$ cat config.mk
export PLATFORM = sky130hd
export DESIGN_NAME = soft_latch_bank
export DESIGN_NICKNAME = d
export VERILOG_FILES = /design/src/rtl/soft_latch_pkg.sv /design/src/rtl/soft_latch_channel.sv /design/src/rtl/soft_latch_bank.sv
export SDC_FILE = /design/constraint.sdc
export NUM_CORES = 1
export LEC_CHECK = 0
export BUFFER_PORTS_ARGS = -buffer_cell sky130_fd_sc_hd__buf_2
export CELL_PAD_IN_SITES_DETAIL_PLACEMENT = 0
export CELL_PAD_IN_SITES_GLOBAL_PLACEMENT = 1
export CORE_MARGIN = 2
export CORE_UTILIZATION = 24
export DETAILED_ROUTE_END_ITERATION = 12
export PLACE_DENSITY_LB_ADDON = 0.3
export SLEW_MARGIN = 20
export SYNTH_ARGS = -nofsm -noshare
export SYNTH_HDL_FRONTEND = slang
export SYNTH_SLANG_ARGS = --single-unit
$ cat constraint.sdc
create_clock -name clk -period 1.31 [get_ports clk]
set_input_delay 0.262 -clock clk [delete_from_list [all_inputs] [get_ports clk]]
set_output_delay 0.262 -clock clk [all_outputs]
set_load 0.005 [all_outputs]
$ cat src/rtl/soft_latch_pkg.sv
// Shared types and helpers for the soft latch bank.
// Channel FSM state encoding, overwrite counter width and timeout counter sizing.
package soft_latch_pkg;

    typedef enum logic {
        SL_EMPTY = 1'b0,
        SL_HELD  = 1'b1
    } sl_state_t;

    localparam int OVR_CNT_W = 8;

    // Width able to hold 0..timeout, never narrower than one bit.
    function automatic int sl_cnt_w(input int timeout);
        int w;
        w = 1;
        while ((1 << w) < (timeout + 1)) begin
            w = w + 1;
        end
        return w;
    endfunction

endpackage

$ cat src/rtl/soft_latch_channel.sv
// One zero-latency hold channel: pass-through on latch, hold, clear and optional timeout.
// Optional overwrite counter enabled by SOFT_LATCH_BANK_OVERWRITE_CNT_EN.
module soft_latch_channel
    import soft_latch_pkg::*;
#(
    parameter int WIDTH   = 8,
    parameter int TIMEOUT = 0
) (
    input  logic                 clk,
    input  logic                 anrst,
    input  logic                 latch,
    input  logic                 clr,
    input  logic [WIDTH-1:0]     in,
    output logic [WIDTH-1:0]     out,
    output logic                 valid,
    output logic                 expired,
    output logic [OVR_CNT_W-1:0] ovr_cnt
);

    localparam int TW              = sl_cnt_w(TIMEOUT);
    localparam int LAST            = (TIMEOUT > 0) ? TIMEOUT - 1 : 0;
    localparam logic [TW-1:0] CNT_LAST = TW'(LAST);

    sl_state_t        state;
    sl_state_t        state_nxt;
    logic [WIDTH-1:0] hold_buf;
    logic [WIDTH-1:0] buf_nxt;
    logic [TW-1:0]    cnt;
    logic [TW-1:0]    cnt_nxt;
    logic             expired_q;
    logic             expired_nxt;

    always_ff @(posedge clk or negedge anrst) begin
        if (!anrst) begin
            state     <= SL_EMPTY;
            hold_buf  <= '0;
            cnt       <= '0;
            expired_q <= 1'b0;
        end else begin
            state     <= state_nxt;
            hold_buf  <= buf_nxt;
            cnt       <= cnt_nxt;
            expired_q <= expired_nxt;
        end
    end

    // Latch beats clear, clear beats the timeout; cnt never moves when TIMEOUT is 0.
    always_comb begin
        state_nxt   = state;
        buf_nxt     = hold_buf;
        cnt_nxt     = cnt;
        expired_nxt = 1'b0;
        if (latch) begin
            state_nxt = SL_HELD;
            buf_nxt   = in;
            cnt_nxt   = '0;
        end else if (clr) begin
            state_nxt = SL_EMPTY;
            buf_nxt   = '0;
            cnt_nxt   = '0;
        end else if ((state == SL_HELD) && (TIMEOUT > 0)) begin
            if (cnt == CNT_LAST) begin
                state_nxt   = SL_EMPTY;
                buf_nxt     = '0;
                cnt_nxt     = '0;
                expired_nxt = 1'b1;
            end else begin
                cnt_nxt = cnt + 1'b1;
            end
        end
    end

    always_comb begin
        out = '0;
        if (!anrst) begin
            out = '0;
        end else if (latch) begin
            out = in;
        end else if (clr) begin
            out = '0;
        end else if (state == SL_HELD) begin
            out = hold_buf;
        end
    end

    assign valid   = anrst & (latch | ((state == SL_HELD) & ~clr));
    assign expired = anrst & expired_q;

`ifdef SOFT_LATCH_BANK_OVERWRITE_CNT_EN
    logic [OVR_CNT_W-1:0] ovr_q;

    // Counts captures that replace data still being held; saturates instead of wrapping.
    always_ff @(posedge clk or negedge anrst) begin
        if (!anrst) begin
            ovr_q <= '0;
        end else if (latch) begin
            if ((state == SL_HELD) && (ovr_q != {OVR_CNT_W{1'b1}})) begin
                ovr_q <= ovr_q + 1'b1;
            end
        end else if (clr) begin
            ovr_q <= '0;
        end
    end

    assign ovr_cnt = ovr_q;
`else
    assign ovr_cnt = '0;
`endif

endmodule

$ cat src/rtl/soft_latch_bank.sv
// Bank of independent soft latch channels; this level only slices the packed busses.
// Optional overwrite counters enabled by SOFT_LATCH_BANK_OVERWRITE_CNT_EN.
module soft_latch_bank
    import soft_latch_pkg::*;
#(
    parameter int WIDTH    = 8,
    parameter int CHANNELS = 4,
    parameter int TIMEOUT  = 0
) (
    input  logic                          clk,
    input  logic                          anrst,
    input  logic [CHANNELS-1:0]           latch,
    input  logic [CHANNELS-1:0]           clr,
    input  logic [CHANNELS*WIDTH-1:0]     in,
    output logic [CHANNELS*WIDTH-1:0]     out,
    output logic [CHANNELS-1:0]           valid,
    output logic [CHANNELS-1:0]           expired,
    output logic [CHANNELS*OVR_CNT_W-1:0] ovr_cnt
);

    for (genvar k = 0; k < CHANNELS; k++) begin : g_ch
        soft_latch_channel #(
            .WIDTH   (WIDTH),
            .TIMEOUT (TIMEOUT)
        ) u_ch (
            .clk     (clk),
            .anrst   (anrst),
            .latch   (latch[k]),
            .clr     (clr[k]),
            .in      (in[k*WIDTH +: WIDTH]),
            .out     (out[k*WIDTH +: WIDTH]),
            .valid   (valid[k]),
            .expired (expired[k]),
            .ovr_cnt (ovr_cnt[k*OVR_CNT_W +: OVR_CNT_W])
        );
    end

endmodule

; Word-level counts from Yosys, hierarchy flattened
; Index checks and enable logic that the tools add are counted.
[word_totals]
out_inout_bits = 72
regBits = 36
[classes]
reduce_logical = 4
mux = 32
bitwise = 16
[ops]
columns = cell, n
row1 = 8-bit 2-to-1 mux, 24
row2 = 1-bit bitwise AND, 8
row3 = 1-bit 2-to-1 mux, 8
row4 = 2-bit nonzero test, 4
row5 = 1-bit NOT, 4
row6 = 1-bit bitwise OR, 4

; Depth between registers and ports, before layout
[logic_depth]
word_depth = 4
depth_mapped = 4
mapped_depth_nobuf = 2

; Modules after synthesis
; From an unflattened synthesis, not the netlist that was laid out.
[hier_totals]
hier_cells = 240
hier_area_um2 = 2157.1
[by_module_without_submodules]
columns = mod, cells_each, n_inst, seq_area_each_um2, area_per_inst_um2
row1 = soft_latch_channel, 60, 4, 225.2, 539.3

; Worst setup path after synthesis
; No wires, ideal clock.
[synth_timing]
path_type = register to output
startpoint = register g_ch[3].u_ch.state
endpoint = output out[24]
required_ns = 1.048
n_path_buf = 0
stages_incl_launch_ff = 3
arrival_time_ns = 0.932
path_slack_ns = 0.116
cell_sequence = dfrtp_1 > or3b_4 > o21ai_1
[synth_via]
elab_chain_cells = 4
[synth_rtl]
columns = element, line
row1 = from (decl), soft_latch_channel.sv:24  ; sl_state_t state;
row2 = from (signal assigned), soft_latch_channel.sv:40  ; state <= state_nxt;
row3 = 8-bit 2-to-1 mux, soft_latch_channel.sv:81  ; end else if (state == SL_HELD) begin
row4 = 8-bit 2-to-1 mux, soft_latch_channel.sv:79  ; end else if (clr) begin
row5 = 8-bit 2-to-1 mux, soft_latch_channel.sv:77  ; end else if (latch) begin
row6 = 8-bit 2-to-1 mux, soft_latch_channel.sv:75  ; if (!anrst) begin
row7 = to (decl), soft_latch_bank.sv:15  ; output logic [CHANNELS*WIDTH-1:0] out,
; Every way passes these cells.

; Worst setup path after layout
[layout_timing]
startpoint = register g_ch[0].u_ch.state
endpoint = output out[2]
[layout_via]
elab_chain_cells = 4
[layout_rtl]
columns = element, line
row1 = from (decl), soft_latch_channel.sv:24
row2 = from (signal assigned), soft_latch_channel.sv:40
row3 = 8-bit 2-to-1 mux, soft_latch_channel.sv:81
row4 = 8-bit 2-to-1 mux, soft_latch_channel.sv:79
row5 = 8-bit 2-to-1 mux, soft_latch_channel.sv:77
row6 = 8-bit 2-to-1 mux, soft_latch_channel.sv:75
; Every way passes these cells.

==> results.py <==
metrics = {
    "timing": {
        "relSlewSlack_pct": 65.91,
        "worst_slack_ns": -0.2707,
        "worst_pin_slew_ns": 0.5097,
        "max_clock_freq_mhz": 632.6,
        "clock_skew_ns": 0,
        "setup_viol": 36,
        "slew_violations": 0,
        "period_share_pct": 120.7,
        "finalHoldViolCount": 0,
        "rsz0062_at_grt": "true",
        "period_needed_ns": 1.581,
    },
    "job": {
        "max_cap_viol_count": 0,
    },
    "worst_setup_path": {
        "cp.required_ns": 1.05,
        "r2r_start": "g_ch[0].u_ch.state",
        "crit_type": "reg2out",
        "ff2ff_path_depth": 3,
        "critPathCapture": "out[2]",
        "crit_start": "g_ch[0].u_ch.state",
        "cp_max_fo": 6,
        "r2r_slack_ns": 0.35,
        "critPathLaunchType": "flip-flop",
        "arrival_ns": 1.32,
        "endpoint_kind": "output pin",
        "r2r-end": "g_ch[0].u_ch.state",
    },
    "global_routing": {
        "grt_remaining_overflow": 0,
        "grt_pass1_wl_mm": 8.859,
        "grt_max_degree": 36,
        "antenna_found_initial": 0,
        "track_usage_pct": 10.88,
        "grt_pass1_vias": 1865,
    },
    "power_and_ir_drop": {
        "p_per_area_nw_per_um2": 890.8,
        "switching_share_pct": 27.81,
        "switchingPower_uw": 736.5,
        "seq_power_share_pct": 46.6,
        "p_comb_share_pct": 22.3,
        "internal_power_uw": 1912,
        "p_leak_uw": 0.001459,
        "clkPwrFrac_pct": 31.1,
        "ir_drop_uv": 334.0,
    },
    "die": {
        "coreArea_um2": 9153,
        "rows": 35,
        "start_util_pct": 24.57,
        "die_x_um": 100.8,
        "die-area_um2": 10160,
        "die_height_um": 100.8,
        "io_pins": 114,
    },
    "cts": {
        "root_buffer": "clkbuf_8",
        "numCtsBuffers": 5,
        "clock_latency_ns": 0.28,
        "post_cts_buffers": 0,
        "htree_levels": 2,
        "cts_buffer_depth": 2,
        "cts_tree": "done",
        "clk_pin_slew_ns": 0.07,
        "cts_num_sinks": 36,
    },
    "outcome": {
        "failed_checks": "negative setup slack",
        "outcome": "finished with violations",
    },
    "detailed_routing": {
        "avgRoutedWirePerCell_um": 12.28,
        "drt_iter0_markers": 56,
        "drc": 0,
        "postRouteWirelength_mm": 5.549,
        "viasPerCell": 4.409,
        "routed-via-count": 1993,
        "drt_pass1_iterations": 4,
        "ant_nets": 0,
    },
    "yosys": {
        "synth.avg_cell_area_um2": 9.215,
        "ys_ff_latch": 36,
        "synth-edff-count": 0,
        "synth_top_area_share_pct": 40.07,
        "synthTopCellsByCount": "buf_4, dfrtp_1, nand2_1, a22o_1, o21ai_1",
        "ys_types": 19,
        "ys.flop_type": "dfrtp_1",
        "syn_area_um2": 2248,
        "synth.most_common_cell": "buf_4",
        "syn_inst": 244,
        "yosys.area.top_type": "dfrtp_1",
        "synth_seq_area_share_pct": 40.07,
        "synthArstFlopShare_pct": 100.0,
        "synth_area_leaders": "dfrtp_1, buf_4, a22o_1",
        "ys_warn_count": 0,
    },
    "placed_design": {
        "post-place-ws_ns": -0.05011,
        "dpl.hpwl_mm": 3.998,
        "place_congestion": 0.7122,
        "port_buffers": 77,
    },
    "cells_and_area": {
        "fillers": 975,
        "final_nets": 382,
        "syn_to_final_growth_pct": 32.22,
        "layout-drive-gt1-share_pct": 40.18,
        "antenna_cells": 0,
        "post-route-util_pct": 32.48,
        "multi_input_area_um2": 1172,
        "seq_area_um2": 900.9,
    },
    "worst_hold_path": {
        "hold_class": "in2async",
    },
}
[routing by layer]
layer	vias to the layer above	GRT usage [%]	routed length, um	part of all wire (%)
met1	935	15.18	2649	48
met4	0	2.740	33	0.59
met5	-	0	0	0
li1	983	-	-	-
met3	2	2.635	385	6.9
met2	73	16.87	2481	45
[layout make-up]
type,count,area share (%)
Multi-Input combinational cell,188,39.44
Clock inverter,1,0.2525
Sequential cell,36,30.30
Tap cell,111,4.672
Timing Repair Buffer,109,22.43
Clock buffer,7,2.904
[worst min path at each step]
stage,endpoint,slack [ns],cells past startpoint
floorplan,g_ch[0].u_ch.hold_buf[0],-0.03,0
global placement,g_ch[1].u_ch.state,0.09,1
detailed placement,g_ch[1].u_ch.state,0.09,1
CTS,g_ch[3].u_ch.hold_buf[5],0.10,3
global route,g_ch[3].u_ch.hold_buf[5],0.12,3
finish,g_ch[3].u_ch.hold_buf[4],0.12,3
[registers in the layout, indices dropped and copies added (netlist names)]
| name | count |
|---|---|
| g_ch.u_ch.hold_buf | 32 |
| g_ch.u_ch.state | 4 |
[power by group through the flow]
stage | clock network [uW] | logic, uW | registers [uW]
3_5_place_dp | 0 | 557 | 1250
4_1_cts | 887 | 579 | 1230
6_report | 824 | 591 | 1230
3_3_place_gp | 0 | 552 | 1250
5_1_grt | 924 | 664 | 1240
2_1_floorplan | 0 | 373 | 1250
[kinds of logic (layout without fill, tap and decap cells)]
family,Yosys count,after routing,share of synthesized area [%]
buffers and inverters,55,117,16.81
AO/OA/AOI/OAI,68,68,21.37
other,1,36,0.1668
AND/OR/NAND/NOR,84,84,21.59
flip-flops,36,36,40.07
[worst max-delay path, stage by stage (launching register included)]
cell and delay (ns):
dfrtp_1 0.34, or3b_4 0.44, o21ai_1 0.14, buf_2 0.12
[metrics by stage]
step | cell area (um^2) | TNS (ns) | power (uW) | hold WS [ns] | cells
final | 2973 | -6.725 | 2648 | 0.1157 | 452
after global routing | 2973 | -9.596 | 2831 | 0.1190 | 452
after CTS | 2917 | -7.589 | 2699 | 0.1042 | 452
after detailed placement | 2764 | -0.4321 | 1809 | 0.08565 | 440
after global placement | 2764 | -0.4010 | 1804 | 0.08716 | 440
after floorplan | 2380 | 0 | 1618 | -0.03359 | 279
[cells in the final DEF, fill, tap and decap left out]
cell           instances
buf_2                 76
conb_1                36
dfrtp_1               36
nand2_1               32
a22o_1                28
buf_4                 26
nand3_1               22
o21ai_2               16
nand4bb_1             10
o21ai_1               10
a21boi_1               9
clkbuf_8               6
or3b_4                 4
o21a_1                 4
or2_1                  4
nand2b_1               4
dlygate4sd3_1          4
nor2b_1                3
nor2_2                 3
buf_12                 2
a21boi_2               1
nor2b_4                1
nor2_1                 1
clkinvlp_4             1
clkbuf_1               1
buf_6                  1
[timing repair]
| item | CTS | global route |
|---|---|---|
| resized for setup | 5 | 15 |
| endpoints found under the setup margin | 36 | 36 |
| hold endpoints to repair | 20 | 0 |
| hold buffers | 4 | 0 |
| pin swaps | 30 | 5 |
| gates cloned | 0 | 0 |
No activity file was read; power rests on OpenSTA's default activity.
